**config.mk**
```make
export PLATFORM = sky130hd
export DESIGN_NAME = fifo_fwft
export DESIGN_NICKNAME = d
export VERILOG_FILES = /design/src/rtl/fifo_fwft_pkg.sv /design/src/rtl/fifo_ram.sv /design/src/rtl/fifo_fwft.sv
export SDC_FILE = /design/constraint.sdc
export NUM_CORES = 2
export LEC_CHECK = 0
export CORE_MARGIN = 10
export CORE_UTILIZATION = 45
export CTS_CLUSTER_SIZE = 28
export DETAILED_ROUTE_END_ITERATION = 10
export SYNTH_ARGS = -nofsm -noshare
export SYNTH_HDL_FRONTEND = slang
export SYNTH_HIERARCHICAL = 1
export SYNTH_SLANG_ARGS = --single-unit
```
**constraint.sdc**
```tcl
create_clock -name clk -period 4.1 [get_ports clk]
set_input_delay 0.82 -clock clk [delete_from_list [all_inputs] [get_ports clk]]
set_output_delay 0.82 -clock clk [all_outputs]
set_load 0.01 [all_outputs]
```
**src/rtl/fifo_fwft_pkg.sv**
```systemverilog
// Shared sizing helpers for the first-word-fall-through FIFO and its RAM.
package fifo_fwft_pkg;

   function automatic int depth_of(input int aw);
      return 1 << aw;
   endfunction

   // One extra wrap bit distinguishes a full RAM from an empty one.
   function automatic int ptr_width_of(input int aw);
      return aw + 1;
   endfunction

endpackage

```
**src/rtl/fifo_ram.sv**
```systemverilog
// Single-clock simple dual-port RAM with registered read; maps onto block RAM.
module fifo_ram
   import fifo_fwft_pkg::*;
#(
   parameter int DATA_WIDTH    = 8,
   parameter int ADDRESS_WIDTH = 8
) (
   input  logic                     clk,
   input  logic                     we,
   input  logic [ADDRESS_WIDTH-1:0] waddr,
   input  logic [DATA_WIDTH-1:0]    wdata,
   input  logic                     re,
   input  logic [ADDRESS_WIDTH-1:0] raddr,
   output logic [DATA_WIDTH-1:0]    rdata
);

   localparam int DEPTH = depth_of(ADDRESS_WIDTH);

   logic [DATA_WIDTH-1:0] mem [DEPTH];
   logic [DATA_WIDTH-1:0] rdata_q;

   always_ff @(posedge clk) begin
      if (we) mem[waddr] <= wdata;
      if (re) rdata_q <= mem[raddr];
   end

   assign rdata = rdata_q;

endmodule

```
**src/rtl/fifo_fwft.sv**
```systemverilog
// Show-ahead FIFO: RAM, a one-word read stage and an output register, with level and sticky error flags.
module fifo_fwft
   import fifo_fwft_pkg::*;
#(
   parameter int DATA_WIDTH         = 8,
   parameter int ADDRESS_WIDTH      = 8,
   parameter int ALMOST_FULL_LEVEL  = depth_of(ADDRESS_WIDTH) - 4,
   parameter int ALMOST_EMPTY_LEVEL = 4
) (
   input  logic                     clk,
   input  logic                     rst_n,
   input  logic                     clear,
   input  logic                     we,
   input  logic [DATA_WIDTH-1:0]    data_in,
   output logic                     full,
   output logic                     almost_full,
   input  logic                     re,
   output logic [DATA_WIDTH-1:0]    data_out,
   output logic                     valid,
   output logic                     almost_empty,
   output logic [ADDRESS_WIDTH:0]   level,
   output logic                     overflow,
   output logic                     underflow
);

   localparam int DEPTH     = depth_of(ADDRESS_WIDTH);
   localparam int PTR_WIDTH = ptr_width_of(ADDRESS_WIDTH);

   localparam logic [PTR_WIDTH-1:0] LVL_FULL = PTR_WIDTH'(DEPTH);
   localparam logic [PTR_WIDTH-1:0] LVL_AF   = PTR_WIDTH'(ALMOST_FULL_LEVEL);
   localparam logic [PTR_WIDTH-1:0] LVL_AE   = PTR_WIDTH'(ALMOST_EMPTY_LEVEL);

   logic [PTR_WIDTH-1:0]  wr_ptr_q, wr_ptr_d;
   logic [PTR_WIDTH-1:0]  rd_ptr_q, rd_ptr_d;
   logic [PTR_WIDTH-1:0]  level_q, level_d;
   logic                  mid_vld_q, mid_vld_d;
   logic                  valid_q, valid_d;
   logic [DATA_WIDTH-1:0] data_out_q, data_out_d;
   logic                  overflow_q, overflow_d;
   logic                  underflow_q, underflow_d;

   logic                  push, pop, out_load, ram_rd;
   logic [DATA_WIDTH-1:0] ram_rdata;

   fifo_ram #(
      .DATA_WIDTH   (DATA_WIDTH),
      .ADDRESS_WIDTH(ADDRESS_WIDTH)
   ) u_ram (
      .clk  (clk),
      .we   (push),
      .waddr(wr_ptr_q[ADDRESS_WIDTH-1:0]),
      .wdata(data_in),
      .re   (ram_rd),
      .raddr(rd_ptr_q[ADDRESS_WIDTH-1:0]),
      .rdata(ram_rdata)
   );

   assign full = (level_q == LVL_FULL);

   // The RAM read register is the middle stage; it is only reloaded once its word has moved on.
   always_comb begin
      push     = ~clear & we & ~full;
      pop      = ~clear & re & valid_q;
      out_load = ~clear & mid_vld_q & (~valid_q | pop);
      ram_rd   = ~clear & (wr_ptr_q != rd_ptr_q) & (~mid_vld_q | out_load);

      wr_ptr_d    = wr_ptr_q + PTR_WIDTH'(push);
      rd_ptr_d    = rd_ptr_q + PTR_WIDTH'(ram_rd);
      level_d     = level_q + PTR_WIDTH'(push) - PTR_WIDTH'(pop);
      mid_vld_d   = ram_rd | (mid_vld_q & ~out_load);
      valid_d     = out_load | (valid_q & ~pop);
      data_out_d  = out_load ? ram_rdata : data_out_q;
      overflow_d  = overflow_q | (we & full);
      underflow_d = underflow_q | (re & ~valid_q);

      if (clear) begin
         wr_ptr_d    = '0;
         rd_ptr_d    = '0;
         level_d     = '0;
         mid_vld_d   = 1'b0;
         valid_d     = 1'b0;
         overflow_d  = 1'b0;
         underflow_d = 1'b0;
      end
   end

   always_ff @(posedge clk or negedge rst_n) begin
      if (!rst_n) begin
         wr_ptr_q    <= '0;
         rd_ptr_q    <= '0;
         level_q     <= '0;
         mid_vld_q   <= 1'b0;
         valid_q     <= 1'b0;
         data_out_q  <= '0;
         overflow_q  <= 1'b0;
         underflow_q <= 1'b0;
      end else begin
         wr_ptr_q    <= wr_ptr_d;
         rd_ptr_q    <= rd_ptr_d;
         level_q     <= level_d;
         mid_vld_q   <= mid_vld_d;
         valid_q     <= valid_d;
         data_out_q  <= data_out_d;
         overflow_q  <= overflow_d;
         underflow_q <= underflow_d;
      end
   end

   assign almost_full  = (level_q >= LVL_AF);
   assign almost_empty = (level_q <= LVL_AE);
   assign level        = level_q;
   assign valid        = valid_q;
   assign data_out     = data_out_q;
   assign overflow     = overflow_q;
   assign underflow    = underflow_q;

endmodule

```
==> metrics.yaml <==
netlist_area_sq_um: 82000
post-route-cell-area_sq_um: 94000
core.rowCount: 156
grt_setup_unrepaired: "no"
grt_pass1_vias: 41700
netlist.area_leader.share: 0.753
io-pin-count: 36
ys_seq_elements: 2095
post-synth-top-area-cell: "edfxtp_1"
worstSetupPathType: "flop to flop"
synth_fp_nets: 4000
core_region_area_sq_um: 181000
tns_ps: 0
met1_usage: 0.293
clock_path_buffers: 3
status: "completed"
final_common_cell: "edfxtp_1"
synth_area_leaders: "edfxtp_1, mux4_2, mux2i_1"
clk_pin_slew_worst_paths_ps: 60
place_ws_ps: 435
clock_latency_ps: 850
clock_skew_ps: 60.3
grt_max_degree: 157
setup_violations: 0
hp-class: "input port to asynchronous set/reset pin"
arrival_ps: 4260
drt-initial-drc-count: 4683
syn_to_final_growth_pct: 14.7
via_count: 41000
viasPerCell: 5.92
max_cap_viol_count: 0
use_met2: 0.325
dpl.hpwl_mm: 128
fill_cells: 14200
numCtsBuffers: 209
fin_nets: 4415
r2r_slack_ps: 400
met3_usage: 0.0402
dieArea_sq_um: 200000
post_cts_buffers: 0
layout.area.seq_sq_um: 62700
ys_types: 73
leakage_nw: 29.0
cts.htree.levels: 4
tritoncts: "yes"
wirelength_mm: 206
antenna_found_initial: 5
cts_sinks: 2095
grt_busiest_layer: "met2"
relSlewSlack: 0.261
synth_ff_type: "edfxtp_1"
drive_gt1_frac: 0.264
io_buffers: 35
synthCells: 3960
fmax_mhz: 270
die_h_microns: 447
worst_slack_ps: 402
multi_input_area_sq_um: 17800
peakVddDrop_uv: 396
drc_errors: 0
cts_resized: 0
synth_edf_count: 2056
ys_seq_area_frac: 0.765
ant_nets: 0
worst_pin_slew_ps: 1080
grt-ovfl-total: 0
post_synth.cell_area_avg_sq_um: 20.7
r2r.worst_path.cells: 6
wl_per_cell_microns: 29.7
crit_fanout: 31
die_width_microns: 447
start_util: 0.453
hold_buffers: 0
root_buffer: "clkbuf_16"
grt_pass1_wl_mm: 298
fin_crit_sh: 0.902
ys_async_sr_fraction: 0.0186
worst_ep_required_time_ps: 4670
final_cell_mix: "edfxtp_1, mux4_2, buf_4, nor2_1, clkbuf_16"
worstSetupStartpointType: "flop"
grt.total_usage: 0.205
slew_violations: 0
dr.pass1.iters: 6
hold_viol: 0
period_needed_ps: 3700
place_area_sq_um: 87400
power_density_nw_per_um2: 505
yosysWarningCount: 6
cp-end-kind: "flop"
gp_congestion: 0.822
-- through the flow --
stage	util	hold WS [ps]	total power [mW]	std cells
6_report	0.520	143	47.5	6926
5_1_grt	0.520	183	49.1	6924
4_1_cts	0.520	119	47.9	6924
3_5_place_dp	0.483	464	29.5	6534
3_3_place_gp	0.483	460	29.5	6534
2_1_floorplan	-	454	27.9	3960
-- power breakdown --
group          switching (mW)  internal (mW)
sequential              0.202           23.6
clock                    8.08           10.4
combinational            2.65           2.49
total                    10.9           36.5
-- worst paths after layout --
check / startpoint / to
min reg2reg: u_ram/rdata[5] / data_out[5]
max: rd_ptr_q[1] / u_ram/rdata[3]
min in group clk: clear / overflow
max reg2reg: rd_ptr_q[1] / u_ram/rdata[3]
max in group asynchronous: rst_n / rd_ptr_q[0]
min: rst_n / level[4]
-- kinds of logic (layout without fill, tap and decap cells) --
logic type	count (synthesis)	count (layout)	synth area share
adders and majority gates	27	27	0.00421
other	0	2	0
buffers and inverters	258	852	0.0189
DFF	2095	2095	0.765
and+or+nand+nor	542	542	0.0306
xor gates and xnor gates	21	21	0.00224
muxes	600	600	0.143
AOI/OAI and AO/OA	417	417	0.0357
-- synth_stat cells, drive strengths merged, types with 16 or more instances --
cell / instances
clkbuf: 112
o22ai: 28
nor3: 24
nor2b: 39
ha: 26
mux2i: 134
nand2: 40
a211oi: 16
o21ai: 19
nor4: 29
buf: 127
o221ai: 47
mux4: 456
a22oi: 133
nand3: 45
dfrtp: 39
inv: 18
a21oi: 109
nor2: 303
edfxtp: 2056
-- per-layer routing --
metal / share of wire / routed length [microns]
met1: 0.42 / 86700
met2: 0.48 / 98600
met3: 0.076 / 15600
met4: 0.023 / 4690
met5: 0.00017 / 34
-- state kept, by name, summed over array words and instances (netlist names) --
name	cells
data_out	8
level	9
mid_vld_q	1
overflow	1
rd_ptr_q	9
u_ram/mem	2048
u_ram/rdata	8
underflow	1
valid	1
wr_ptr_q	9
-- worst max-delay path, cell delays in order, from the launching register on --
cell and delay (ps):
dfrtp_4 930, buf_4 550, mux4_2 380, a22oi_1 320, a31oi_1 200, nor4_1 910, nor4_1 90
-- cell type report --
class	count	share of cell area
multi-input cells	1607	0.189
clock buffers	277	0.0589
flip-flops and latches	2095	0.667
well taps	2370	0.0315
clock inverters	113	0.0114
repair buffers	443	0.0412
inverters	19	0.000759
diodes	2	0.0000532
Power figures use the tool's default switching activity.
